[config.mk]
export PLATFORM = sky130hd
export DESIGN_NAME = soc_data_interconnect
export DESIGN_NICKNAME = d
export VERILOG_FILES = /design/src/rtl/soc_data_interconnect.sv
export SDC_FILE = /design/constraint.sdc
export NUM_CORES = 1
export LEC_CHECK = 0
export BUFFER_PORTS_ARGS = -buffer_cell sky130_fd_sc_hd__buf_2
export CORE_MARGIN = 5
export CORE_UTILIZATION = 45
export CTS_CLUSTER_DIAMETER = 50
export DETAILED_ROUTE_END_ITERATION = 6
export GPL_TIMING_DRIVEN = 0
export PLACE_DENSITY = 0.92
export SLEW_MARGIN = 10
export SYNTH_ARGS = -nofsm -noshare
export SYNTH_HDL_FRONTEND = slang
export SYNTH_SLANG_ARGS = --single-unit
[constraint.sdc]
create_clock -name Clk_Core -period 2.1 [get_ports Clk_Core]
set_clock_uncertainty 0.1 [all_clocks]
set_input_delay 0.21 -clock Clk_Core [delete_from_list [all_inputs] [get_ports Clk_Core]]
set_output_delay 0.21 -clock Clk_Core [all_outputs]
set_load 0.01 [all_outputs]
[src/rtl/soc_data_interconnect.sv]
// soc_data_interconnect: routes the core's load/store port to NUM_TARGETS
// address-decoded targets. One request in flight, registered response,
// decode-error reporting. Optional feature macro: SOC_IC_TIMEOUT_EN adds an
// ACCESS-state timeout counter that ends a stalled access with an error.
module soc_data_interconnect #(
  parameter int NUM_TARGETS    = 4,
  parameter int DATA_W         = 32,
  parameter int ADDR_W         = 32,
  parameter int REGION_SHIFT   = 12,
  parameter int TIMEOUT_CYCLES = 16
) (
  input  logic                          Clk_Core,
  input  logic                          Rst_Core,
  input  logic                          Req_Valid,
  output logic                          Req_Ready,
  input  logic [ADDR_W-1:0]             Mem_Data_Addr,
  input  logic [DATA_W-1:0]             Mem_Data_Write,
  input  logic [DATA_W/8-1:0]           Mem_Write_Ctrl,
  input  logic                          Mem_Read_Ctrl,
  output logic                          Rsp_Valid,
  output logic [DATA_W-1:0]             Mem_Data_Read,
  output logic                          Rsp_Error,
  output logic [NUM_TARGETS-1:0]        Tgt_Sel,
  output logic [REGION_SHIFT-1:0]       Tgt_Addr,
  output logic [DATA_W-1:0]             Tgt_Wdata,
  output logic [DATA_W/8-1:0]           Tgt_Wstrb,
  output logic                          Tgt_Read,
  input  logic [NUM_TARGETS-1:0]        Tgt_Ack,
  input  logic [NUM_TARGETS*DATA_W-1:0] Tgt_Rdata
);

  // IDX_EFF is the true index width (0 for a single target); IDX_W keeps
  // the index register at least one bit wide.
  localparam int IDX_EFF = $clog2(NUM_TARGETS);
  localparam int IDX_W   = (IDX_EFF > 0) ? IDX_EFF : 1;
  localparam int STRB_W  = DATA_W / 8;

  typedef enum logic [1:0] {IDLE, ACCESS, RESP} state_e;

  state_e                   state_q, state_d;
  logic [IDX_W-1:0]         idx_q, idx_d;
  logic [REGION_SHIFT-1:0]  addr_q, addr_d;
  logic [DATA_W-1:0]        wdata_q, wdata_d;
  logic [STRB_W-1:0]        wstrb_q, wstrb_d;
  logic                     read_q, read_d;
  logic [NUM_TARGETS-1:0]   sel_q, sel_d;
  logic                     ready_q, ready_d;
  logic                     rsp_valid_q, rsp_valid_d;
  logic                     rsp_error_q, rsp_error_d;
  logic [DATA_W-1:0]        rdata_q, rdata_d;

  logic [ADDR_W-1:0]        region_bits;
  logic [IDX_W-1:0]         req_idx;
  logic                     decode_err;
  logic                     null_req;
  logic                     accept;
  logic                     ack_hit;
  logic                     timeout_hit;

`ifdef SOC_IC_TIMEOUT_EN
  logic [7:0]               cnt_q, cnt_d;
`endif

  // Address decode and handshake/ack qualifiers shared by both comb blocks
  always_comb begin
    region_bits = Mem_Data_Addr >> REGION_SHIFT;
    req_idx     = region_bits[IDX_W-1:0] & IDX_W'(NUM_TARGETS - 1);
    decode_err  = (region_bits >> IDX_EFF) != '0;
    null_req    = (Mem_Write_Ctrl == '0) && !Mem_Read_Ctrl;
    accept      = (state_q == IDLE) && ready_q && Req_Valid;
    ack_hit     = Tgt_Ack[idx_q];
`ifdef SOC_IC_TIMEOUT_EN
    timeout_hit = (cnt_q == 8'(TIMEOUT_CYCLES - 1));
`else
    timeout_hit = 1'b0;
`endif
  end

  // State register plus every registered output and captured request field
  always_ff @(posedge Clk_Core) begin
    if (Rst_Core) begin
      state_q     <= IDLE;
      idx_q       <= '0;
      addr_q      <= '0;
      wdata_q     <= '0;
      wstrb_q     <= '0;
      read_q      <= 1'b0;
      sel_q       <= '0;
      ready_q     <= 1'b0;
      rsp_valid_q <= 1'b0;
      rsp_error_q <= 1'b0;
      rdata_q     <= '0;
`ifdef SOC_IC_TIMEOUT_EN
      cnt_q       <= '0;
`endif
    end else begin
      state_q     <= state_d;
      idx_q       <= idx_d;
      addr_q      <= addr_d;
      wdata_q     <= wdata_d;
      wstrb_q     <= wstrb_d;
      read_q      <= read_d;
      sel_q       <= sel_d;
      ready_q     <= ready_d;
      rsp_valid_q <= rsp_valid_d;
      rsp_error_q <= rsp_error_d;
      rdata_q     <= rdata_d;
`ifdef SOC_IC_TIMEOUT_EN
      cnt_q       <= cnt_d;
`endif
    end
  end

  // Next-state logic: short-circuit to RESP for decode errors and null requests
  always_comb begin
    state_d = state_q;
    case (state_q)
      IDLE: begin
        if (accept) begin
          if (decode_err || null_req) state_d = RESP;
          else                        state_d = ACCESS;
        end
      end
      ACCESS: begin
        if (ack_hit || timeout_hit) state_d = RESP;
      end
      RESP:    state_d = IDLE;
      default: state_d = IDLE;
    endcase
  end

  // Output/datapath logic: capture on accept, complete on ack or timeout
  always_comb begin
    idx_d       = idx_q;
    addr_d      = addr_q;
    wdata_d     = wdata_q;
    wstrb_d     = wstrb_q;
    read_d      = read_q;
    rsp_error_d = rsp_error_q;
    rdata_d     = rdata_q;
`ifdef SOC_IC_TIMEOUT_EN
    cnt_d       = cnt_q;
`endif
    case (state_q)
      IDLE: begin
        if (accept) begin
          idx_d   = req_idx;
          addr_d  = Mem_Data_Addr[REGION_SHIFT-1:0];
          wdata_d = Mem_Data_Write;
          wstrb_d = Mem_Write_Ctrl;
          read_d  = Mem_Read_Ctrl;
          if (decode_err) begin
            rsp_error_d = 1'b1;
            rdata_d     = '0;
          end else if (null_req) begin
            rsp_error_d = 1'b0;
            rdata_d     = '0;
          end
`ifdef SOC_IC_TIMEOUT_EN
          cnt_d = '0;
`endif
        end
      end
      ACCESS: begin
        if (ack_hit) begin
          rsp_error_d = 1'b0;
          rdata_d     = read_q ? Tgt_Rdata[idx_q*DATA_W +: DATA_W] : '0;
        end else if (timeout_hit) begin
          rsp_error_d = 1'b1;
          rdata_d     = '0;
        end
`ifdef SOC_IC_TIMEOUT_EN
        else begin
          cnt_d = cnt_q + 8'd1;
        end
`endif
      end
      default: ;
    endcase
    ready_d     = (state_d == IDLE);
    rsp_valid_d = (state_d == RESP);
    sel_d       = '0;
    if (state_d == ACCESS) sel_d[idx_d] = 1'b1;
  end

  assign Req_Ready     = ready_q;
  assign Rsp_Valid     = rsp_valid_q;
  assign Rsp_Error     = rsp_error_q;
  assign Mem_Data_Read = rdata_q;
  assign Tgt_Sel       = sel_q;
  assign Tgt_Addr      = addr_q;
  assign Tgt_Wdata     = wdata_q;
  assign Tgt_Wstrb     = wstrb_q;
  assign Tgt_Read      = read_q;

endmodule

==> impl_metrics.toml, run 1 <==
[synthesis]
yosys_warnings = 0
yosys_most_used_dff = "dfxtp_1"
syn_area_um2 = 5070
synthCells = 638
synth_seq_cells = 92
synth-edff-count = 0
synth_nets = 842
synth_async_sr_flop_share_pct = 0
syn_avg_cell_area_um2 = 7.946
yosysUniqueCellTypes = 33
ys_seq_area_share_pct = 36.33

[power_and_ir_drop]
p_leak_uw = 0.003237
swShare_pct = 27.16
total_power_uw = 4073
clock_power_share_pct = 39.5
seqPwrFrac_pct = 44.7
intPower_uw = 2967
pwr-share-comb_pct = 15.7
vdd_drop_max_mv = 0.4736
power.switching_uw = 1106
power_density_nw_per_um2 = 572.9

[layout]
num-fill-cells = 978
drive_above_1_share_pct = 36.13
final_cell_mix = "buf_2, nand2_1, dfxtp_1"
stdcell_count = 1093
area_growth_pct = 40.23
final_common_cell = "buf_2"
nets = 1151

[status]
outcome = "complete, no violations"

[global_route]
grt_usage_pct = 26.93
antenna_found_initial = 1
grt_pass1_wl_um = 28860
grt_overflow_total = 0
grt_pass1_vias = 5966
grt_max_degree = 18

[floorplan]
die_y_um = 116.1
core-area_um2 = 10940
num_io_pins = 292
die_x_um = 116.1
die-area_um2 = 13490
row_count = 38
start_util_pct = 46.36

[sta]
hold_viol = 0
fin_crit_ps = 2039
setup_viol_count_final = 0
rsz0062_at_grt = "no"
relSlewSlack_pct = 51.51
drv_slew = 0
worst_slew_pin_slew_ps = 727.4
fmax_ghz = 0.4905
fin_crit_sh_pct = 97.09

[clock_tree]
ctsHtreeMaxLevel = 3
cts_root_buffer = "clkbuf_16"
clock_path_buffers = 2
cts_sinks = 92
clkLatencyLatePin_ps = 330
numCtsBuffers = 9
cts_tree = "done"
path_clk_slew_ps = 70

[drt]
drt-met1-wl_um = 6885
drt_iter0_drc = 378
vias_per_cell = 5.494
topRoutingLayerUsed = "met4"
ant_nets = 0
routed_wl_um = 19240
drc_errors = 0
wl_met2_um = 9658
dr_wl_met3_um = 2079
drt_pass1_iterations = 6
vias = 6005
wl_per_cell_um = 17.60

[setup_path]
crit_path_end_kind = "flip-flop"
cp.required_ps = 2280
cp_max_fo = 10
start_kind = "flip-flop"
crit_arrival_ps = 2220
crit_type = "flip-flop to flip-flop"

[hold_path]
min_path_type = "primary input to flip-flop"

[placement]
dp_cells = 1069
gp_congestion = 0.8528
dp_hpwl_um = 14880
io_buffers = 291

[job]
drv_cap = 0
-- state kept, by name (all words and copies together), names as in the netlist --
register / cells
Mem_Data_Read: 32
Rsp_Error: 1
idx_q: 2
state_q: 2
Tgt_Read: 1
Tgt_Wdata: 32
Rsp_Valid: 1
Tgt_Wstrb: 4
Tgt_Sel: 4
Tgt_Addr: 12
Req_Ready: 1
-- final cells by class --
cell class	count	area, um2	area share, %
Antenna cell	1	2.502	0.03520
Clock inverter	6	55.05	0.7744
Clock buffer	10	239.0	3.361
Sequential cell	92	1846	25.96
Timing Repair Buffer	299	1526	21.47
Tap cell	140	175.2	2.464
Buffer	67	322.8	4.541
Inverter	3	11.26	0.1584
Multi-Input combinational cell	475	2932	41.24
-- cells in the mapped netlist, types with 3 or more instances --
| cell | count | area [um2] |
|---|---|---|
| a2111oi_0 | 3 | 26.28 |
| a21oi_1 | 84 | 420.4 |
| buf_1 | 3 | 11.26 |
| buf_2 | 5 | 25.02 |
| buf_6 | 5 | 56.30 |
| clkbuf_1 | 55 | 206.5 |
| dfxtp_1 | 92 | 1842 |
| inv_1 | 3 | 11.26 |
| mux2i_1 | 67 | 670.6 |
| nand2_1 | 102 | 382.9 |
| nand2b_1 | 32 | 200.2 |
| nand3_1 | 32 | 160.2 |
| nand3b_1 | 33 | 247.7 |
| nand4_1 | 33 | 206.5 |
| nor4_1 | 4 | 25.02 |
| o22ai_1 | 32 | 200.2 |
| or3_1 | 32 | 200.2 |
| or4_1 | 3 | 22.52 |
-- per-layer routing --
metal	global-route usage, %	up-vias
li1	-	2911
met1	29.30	2748
met2	49.44	304
met3	6.736	42
met4	11.60	0
met5	0	-
-- worst paths after layout --
path	from	to	slack [ps]	cells past startpoint
worst max register to register	idx_q[0]$_SDFF_PP0_	Mem_Data_Read[28]$_SDFFE_PP0P_	60	7
worst min register to register	Tgt_Wstrb[1]$_SDFFE_PP0P_	Tgt_Wstrb[1]$_SDFFE_PP0P_	350	2
worst min-delay path	Mem_Data_Write[22]	Tgt_Wdata[22]$_SDFFE_PP0P_	6	3
worst max-delay path	idx_q[0]$_SDFF_PP0_	Mem_Data_Read[28]$_SDFFE_PP0P_	60	7
-- logic make-up (layout without fill, tap and decap cells) --
| group | Yosys count | after routing | share of synthesized area (%) |
|---|---|---|---|
| flops | 92 | 92 | 36.33 |
| other cells | 0 | 1 | 0 |
| mux | 68 | 68 | 13.67 |
| buf+inv | 71 | 385 | 6.120 |
| compound gates | 123 | 123 | 13.33 |
| simple gates | 284 | 284 | 30.55 |
-- timing repair --
| action | CTS | global route |
|---|---|---|
| endpoints found under the hold margin | 4 | 0 |
| resized for setup | 14 | 18 |
| setup endpoints to repair | 88 | 68 |
| hold buffers | 4 | 0 |
| setup buffers | 0 | 4 |
| pin swaps | 0 | 1 |
| gates cloned | 0 | 0 |
-- stage by stage --
step                hold WS [ps]  util, %  cell area [um2]  worst slack, ps  setup TNS [ps]
floorplan                  246.0        -             5070            142.3               0
global route               8.116    65.01             7109           0.8447               0
detailed placement         343.0    61.28             6701           -485.5          -22940
CTS                       0.5034    64.54             7058            13.82               0
finish                     6.205    65.01             7109            61.21               0
global placement           338.2    61.28             6701           -425.3          -20900
-- worst max-delay path: stages (launching register included) --
cell and delay [ps]:
dfxtp_4 360, mux4_2 500, buf_6 150, and2_4 150
buf_6 130, buf_6 140, or3_1 350, nand3_1 100
-- power by group through the flow --
stage                     clock network (uW)  registers, uW  logic [uW]
after floorplan                            0           1880         271
after global placement                     0           1860         601
after detailed placement                   0           1860         615
after CTS                               1620           1820         626
after global routing                    1690           1830         702
final                                   1610           1820         641
Power figures use the tool's default switching activity.
==> inputs of run 2 (changes only) <==
--- a/config.mk
+++ b/config.mk
@@ -5,13 +5,13 @@
 export SDC_FILE = /design/constraint.sdc
 export NUM_CORES = 1
 export LEC_CHECK = 0
+export ABC_AREA = 1
 export BUFFER_PORTS_ARGS = -buffer_cell sky130_fd_sc_hd__buf_2
 export CORE_MARGIN = 5
-export CORE_UTILIZATION = 45
+export CORE_UTILIZATION = 43
 export CTS_CLUSTER_DIAMETER = 50
 export DETAILED_ROUTE_END_ITERATION = 6
-export GPL_TIMING_DRIVEN = 0
-export PLACE_DENSITY = 0.92
+export PLACE_DENSITY = 0.91
 export SLEW_MARGIN = 10
 export SYNTH_ARGS = -nofsm -noshare
 export SYNTH_HDL_FRONTEND = slang
==> run 2 against run 1 <==
Synthesized area fell by 11%. Global-route usage decreased by 2.2 points. Clock power down 28%. Critical endpoint is now Mem_Data_Read[1]$_SDFFE_PP0P_. Largest cell class unchanged. Highest routed layer is now met5.
==> impl_metrics.toml, run 2 <==
[floorplan]
num_io_pins = 292
die_x_um = 112.5
row_count = 37
die_y_um = 112.5
die-area_um2 = 12660
start_util_pct = 43.99
core-area_um2 = 10280

[clock_tree]
cts_sinks = 92
numCtsBuffers = 9
clock_path_buffers = 2
postCtsSetupBuffers = 0
cts_root_buffer = "clkbuf_8"
cts_tree = "done"
ctsHtreeMaxLevel = 3
path_clk_slew_ps = 100
clkLatencyLatePin_ps = 360

[global_route]
grt_max_degree = 58
grt_pass1_vias = 5253
grt_overflow_total = 0
antenna_found_initial = 1
grt_pass1_wl_um = 25530
grt_usage_pct = 24.73

[sta]
rsz0062_at_grt = "no"
fmax_ghz = 0.5150
setup_ws_ps = 158.2
setup_viol_count_final = 0
relSlewSlack_pct = 61.43
hold_viol = 0
fin_crit_sh_pct = 92.47
drv_slew = 0
worst_slew_pin_slew_ps = 578.5
fin_crit_ps = 1942
fin_setup_tns_ps = 0

[layout]
nets = 1132
final_cell_mix = "buf_2, nand2_1, nor2_1"
final_common_cell = "buf_2"
antenna_cells = 0
num-fill-cells = 970
drive_above_1_share_pct = 36.76
finalCoreUtilization_pct = 61.70
area_growth_pct = 40.27

[setup_path]
crit_arrival_ps = 2140
cp_max_fo = 25
cp.required_ps = 2300
crit_type = "flip-flop to flip-flop"
start_kind = "flip-flop"
crit_path_frequent_cell = "nand2_1"
reg2regPathDepth = 9
crit_path_end_kind = "flip-flop"
max_stage_delay_ps = 440
crit_path_cell_trace = "inv_2 -> nand2_1 -> nand2_1 -> nand2_1 -> o21ai_1 -> nand2_2 -> buf_4 -> nand4_1 -> nand2_1"
crit_path_top_delay_cell = "dfxtp_2"

[drt]
drt_pass1_iterations = 5
drc_errors = 0
vias_per_cell = 5.191
routed_wl_um = 16690
wl_per_cell_um = 15.61
drt_iter0_drc = 393
ant_nets = 0
vias = 5549

[hold_path]
min_path_type = "primary input to flip-flop"
whs_path_depth = 3

[synthesis]
synth_top_area_cell = "dfxtp_1"
yosys_most_used_dff = "dfxtp_1"
synth_most_common_cell = "nand2_1"
synth_top_area_share_pct = 40.74
yosysUniqueCellTypes = 26
syn_area_um2 = 4521
syn_avg_cell_area_um2 = 6.944
synth_top_cells_by_count = "nand2_1, nor2_1, dfxtp_1, a21oi_1, o21ai_0"
synth-edff-count = 0
ys_seq_area_share_pct = 40.74
synth_nets = 855
synthCells = 651
synth_async_sr_flop_share_pct = 0
synth_seq_cells = 92
yosys_warnings = 0
synth.area.top_cells = "dfxtp_1, nand2_1, nor2_1"

[power_and_ir_drop]
power_density_nw_per_um2 = 602.2
vdd_drop_max_mv = 0.3888
p_leak_uw = 0.003378

[placement]
gp_congestion = 0.9528
place_ws_ps = 184.0
io_buffers = 291
dp_hpwl_um = 12490

[status]
outcome = "complete, no violations"

[job]
drv_cap = 0
run 2: cell types whose count changed in the layout (fill, tap and decap cells not counted), moves of 32 or more:
cell and change:
nand3b_1 -32, clkbuf_1 -40, or3_1 -32, o22ai_1 -32
nor2_1 +115, nand2_1 +43, mux2i_1 -66, o21ai_0 +52
nand2b_1 -32
run 2: repair_timing:
action / 4_1_cts / 5_1_grt
endpoints found under the setup margin: 0 / 5
gates resized for setup: 0 / 1
hold buffers: 17 / 0
endpoints found under the hold margin: 17 / 0
run 2: worst paths after layout:
kind,end,from,slack [ps]
setup / recovery,Mem_Data_Read[1]$_SDFFE_PP0P_,idx_q[0]$_SDFF_PP0_,160
hold / removal,Tgt_Addr[4]$_SDFFE_PP0P_,Mem_Data_Addr[4],20
setup reg to reg,Mem_Data_Read[1]$_SDFFE_PP0P_,idx_q[0]$_SDFF_PP0_,160
hold reg to reg,Mem_Data_Read[5]$_SDFFE_PP0P_,Mem_Data_Read[5]$_SDFFE_PP0P_,380
run 2: stage by stage:
stage | hold slack [ps] | cell area (um2) | total power, uW | std cells
final | 16.67 | 6341 | 3818 | 1069
after global routing | 16.65 | 6341 | 4024 | 1069
after CTS | 2.463 | 6332 | 3851 | 1069
after detailed placement | 364.8 | 5969 | 2666 | 1036
after global placement | 345.5 | 5969 | 2652 | 1036
after floorplan | 179.1 | 4521 | 2324 | 651
run 2: routing by layer:
metal	routed length (um)	vias to the layer above	global-route usage [%]	part of all wire, %
met5	13	-	0	0.078
met4	487	2	9.615	2.9
met3	1489	37	5.876	8.9
met2	8141	299	43.82	49
met1	6556	2461	28.74	39
li1	-	2750	-	-
run 2: where the power goes:
group / internal, uW / switching [uW]
registers: 1820 / 39.9
logic: 345 / 453
clock network: 488 / 673
total: 2650 / 1170
run 2: cell type report:
type                    count  area (um2)  share of cell area [%]
flip-flops and latches     92        1843                   29.06
clock buffers              10       137.6                   2.170
inverters                  10       38.79                  0.6117
well taps                 136       170.2                   2.684
clock inverters             6       55.05                  0.8682
multi-input cells         494        2360                   37.21
repair buffers            321        1737                   27.39
run 2: kinds of logic after synthesis:
logic type      share of synthesized area [%]
flops                                   40.74
buf+inv                                 7.251
simple gates                            33.41
compound gates                          18.60
run 2: critical path, delay by kind of cell, from the launching register on:
kind	cells	cell delay (ps)
AND/OR/NAND/NOR	6	720
buffers and inverters	2	510
flip-flops	1	440
AO/OA/AOI/OAI	1	100
==> inputs of run 3 (changes only) <==
==> constraint.sdc (replaced) <==
create_clock -name Clk_Core -period 1.9 [get_ports Clk_Core]
set_clock_uncertainty 0.1 [all_clocks]
set_input_delay 0.19 -clock Clk_Core [delete_from_list [all_inputs] [get_ports Clk_Core]]
set_output_delay 0.19 -clock Clk_Core [all_outputs]
set_load 0.01 [all_outputs]
==> run 3 against run 2 <==
Hold slack worse by 1.5 ps. Total power grew 15%. Routed wire length up 3.5%. Sequential share of layout area fell by 1.0 points. Maximum frequency rose by 12%. Largest cell class unchanged. Via count increased by 3.9%. Non-clock buffer count is 20 higher. Sequential power grew 11%. Core utilization is 2.2 points higher. Die area stayed put.
==> impl_metrics.toml, run 3 (synthesis gave the netlist of run 2 again) <==
[setup_path]
crit_path_top_delay_cell = "dfxtp_2"
max_stage_delay_ps = 480
cp_max_fo = 33
crit_path_end_kind = "flip-flop"
crit_path_cell_trace = "buf_4 -> nand2_1 -> nand2_1 -> a21oi_1 -> a211oi_1 -> nand3_2 -> nand2_1"
start_kind = "flip-flop"
cp.required_ps = 2100
crit_path_frequent_cell = "nand2_1"
crit_arrival_ps = 1940
crit_type = "flip-flop to flip-flop"

[global_route]
top_usage_layer = "met2"
grtUsageMet2_pct = 46.17
grt_use_met3_pct = 7.332
antenna_found_initial = 1
grt_overflow_total = 0
grt_max_degree = 64
grt_pass1_wl_um = 26920
grt_usage_pct = 25.86
use_met1_pct = 30.41
grt_pass1_vias = 5428

[power_and_ir_drop]
p_leak_uw = 0.003486
swShare_pct = 30.09
intPower_uw = 3066
seqPwrFrac_pct = 47.0
power.switching_uw = 1320
vdd_drop_max_mv = 0.3396
pwr-share-comb_pct = 21.1
power_density_nw_per_um2 = 667.6
clock_power_share_pct = 31.9

[clock_tree]
cts_tree = "done"
ctsHtreeMaxLevel = 3
numCtsBuffers = 9
clock_path_buffers = 2
path_clk_slew_ps = 100
clkLatencyLatePin_ps = 350
cts_sinks = 92
cts_root_buffer = "clkbuf_8"
postCtsSetupBuffers = 0

[floorplan]
num_io_pins = 292
die_x_um = 112.5
row_count = 37
die_y_um = 112.5
die-area_um2 = 12660
start_util_pct = 43.99
core-area_um2 = 10280

[sta]
worst_slew_pin_slew_ps = 439.5
fin_setup_tns_ps = 0
fin_crit_sh_pct = 91.19
relSlewSlack_pct = 70.39
rsz0062_at_grt = "no"
hold_viol = 0
fmax_ghz = 0.5772
fin_crit_ps = 1733
drv_slew = 0
setup_viol_count_final = 0

[drt]
drt_pass1_iterations = 6
wl_per_cell_um = 15.86
routed_wl_um = 17270
vias_per_cell = 5.295
drc_errors = 0
drt_iter0_drc = 458
vias = 5766
ant_nets = 0

[layout]
drive_above_1_share_pct = 36.52
final_common_cell = "buf_2"
antenna_cells = 0
finalCoreUtilization_pct = 63.92
final_cell_mix = "buf_2, nand2_1, nor2_1"
area_growth_pct = 45.31
nets = 1152

[job]
drv_cap = 0

[status]
outcome = "complete, no violations"

[placement]
dp_hpwl_um = 12480
gp_congestion = 0.8898
io_buffers = 291

[hold_path]
min_path_type = "primary input to flip-flop"
## run 3: cell types whose count changed in the layout (fill, tap and decap cells not counted)
cell / before / now
buf_12: 1 / 2
buf_4: 12 / 15
buf_6: 0 / 1
bufinv_16: 0 / 1
clkbuf_8: 10 / 9
clkinv_4: 0 / 2
clkinv_8: 0 / 1
clkinvlp_4: 2 / 0
dlygate4sd3_1: 17 / 32
inv_8: 2 / 1
## run 3: per-layer routing
| metal | wire length [um] | part of all wire, % | up-vias |
|---|---|---|---|
| met5 | 13 | 0.075 | - |
| met4 | 394 | 2.3 | 2 |
| met3 | 1681 | 9.7 | 34 |
| met2 | 8590 | 50 | 317 |
| met1 | 6591 | 38 | 2621 |
| li1 | - | - | 2792 |
## run 3: worst paths after layout
kind | to | cells past startpoint | slack [ps] | startpoint
worst max-delay path | Mem_Data_Read[9]$_SDFFE_PP0P_ | 7 | 170 | idx_q[0]$_SDFF_PP0_
worst min-delay path | Tgt_Wdata[4]$_SDFFE_PP0P_ | 3 | 20 | Mem_Data_Write[4]
worst min register to register | Mem_Data_Read[26]$_SDFFE_PP0P_ | 2 | 370 | Mem_Data_Read[26]$_SDFFE_PP0P_
worst max register to register | Mem_Data_Read[9]$_SDFFE_PP0P_ | 7 | 170 | idx_q[0]$_SDFF_PP0_
## run 3: timing repair
| action | 4_1_cts | 5_1_grt |
|---|---|---|
| hold buffers | 31 | 1 |
| hold endpoints to repair | 31 | 1 |
| gates resized for setup | 0 | 2 |
| setup endpoints to repair | 0 | 22 |
## run 3: per-stage QoR
step / cell area (um2) / std cells / worst slack, ps / hold WS (ps) / total power, uW
floorplan: 4521 / 651 / 581.9 / 159.1 / 2569
global placement: 6020 / 1041 / 152.8 / 323.2 / 2945
detailed placement: 6020 / 1041 / 124.0 / 332.3 / 2959
CTS: 6546 / 1088 / 85.79 / 0.4615 / 4394
global route: 6569 / 1089 / 32.65 / 3.329 / 4612
finish: 6569 / 1089 / 167.5 / 15.15 / 4385
## run 3: layout make-up
cell class                      count  area (um2)
Timing Repair Buffer              341        1941
Clock inverter                      7       92.59
Multi-Input combinational cell    494        2360
Fill cell                         916        3709
Tap cell                          136       170.2
Sequential cell                    92        1843
Clock buffer                        9       123.9
Inverter                           10       38.79
## run 3: power groups by stage
| stage | logic [uW] | clock network, uW | registers [uW] |
|---|---|---|---|
| after floorplan | 434 | 0 | 2130 |
| after global placement | 846 | 0 | 2100 |
| after detailed placement | 855 | 0 | 2100 |
| after CTS | 911 | 1420 | 2060 |
| after global routing | 1020 | 1520 | 2070 |
| final | 927 | 1400 | 2060 |
## run 3: critical path: cells and delay by family, from the launching register on
family          cells  cell delay (ps)
compound gates      2              350
simple gates        4              390
flops               1              480
buf+inv             1              360
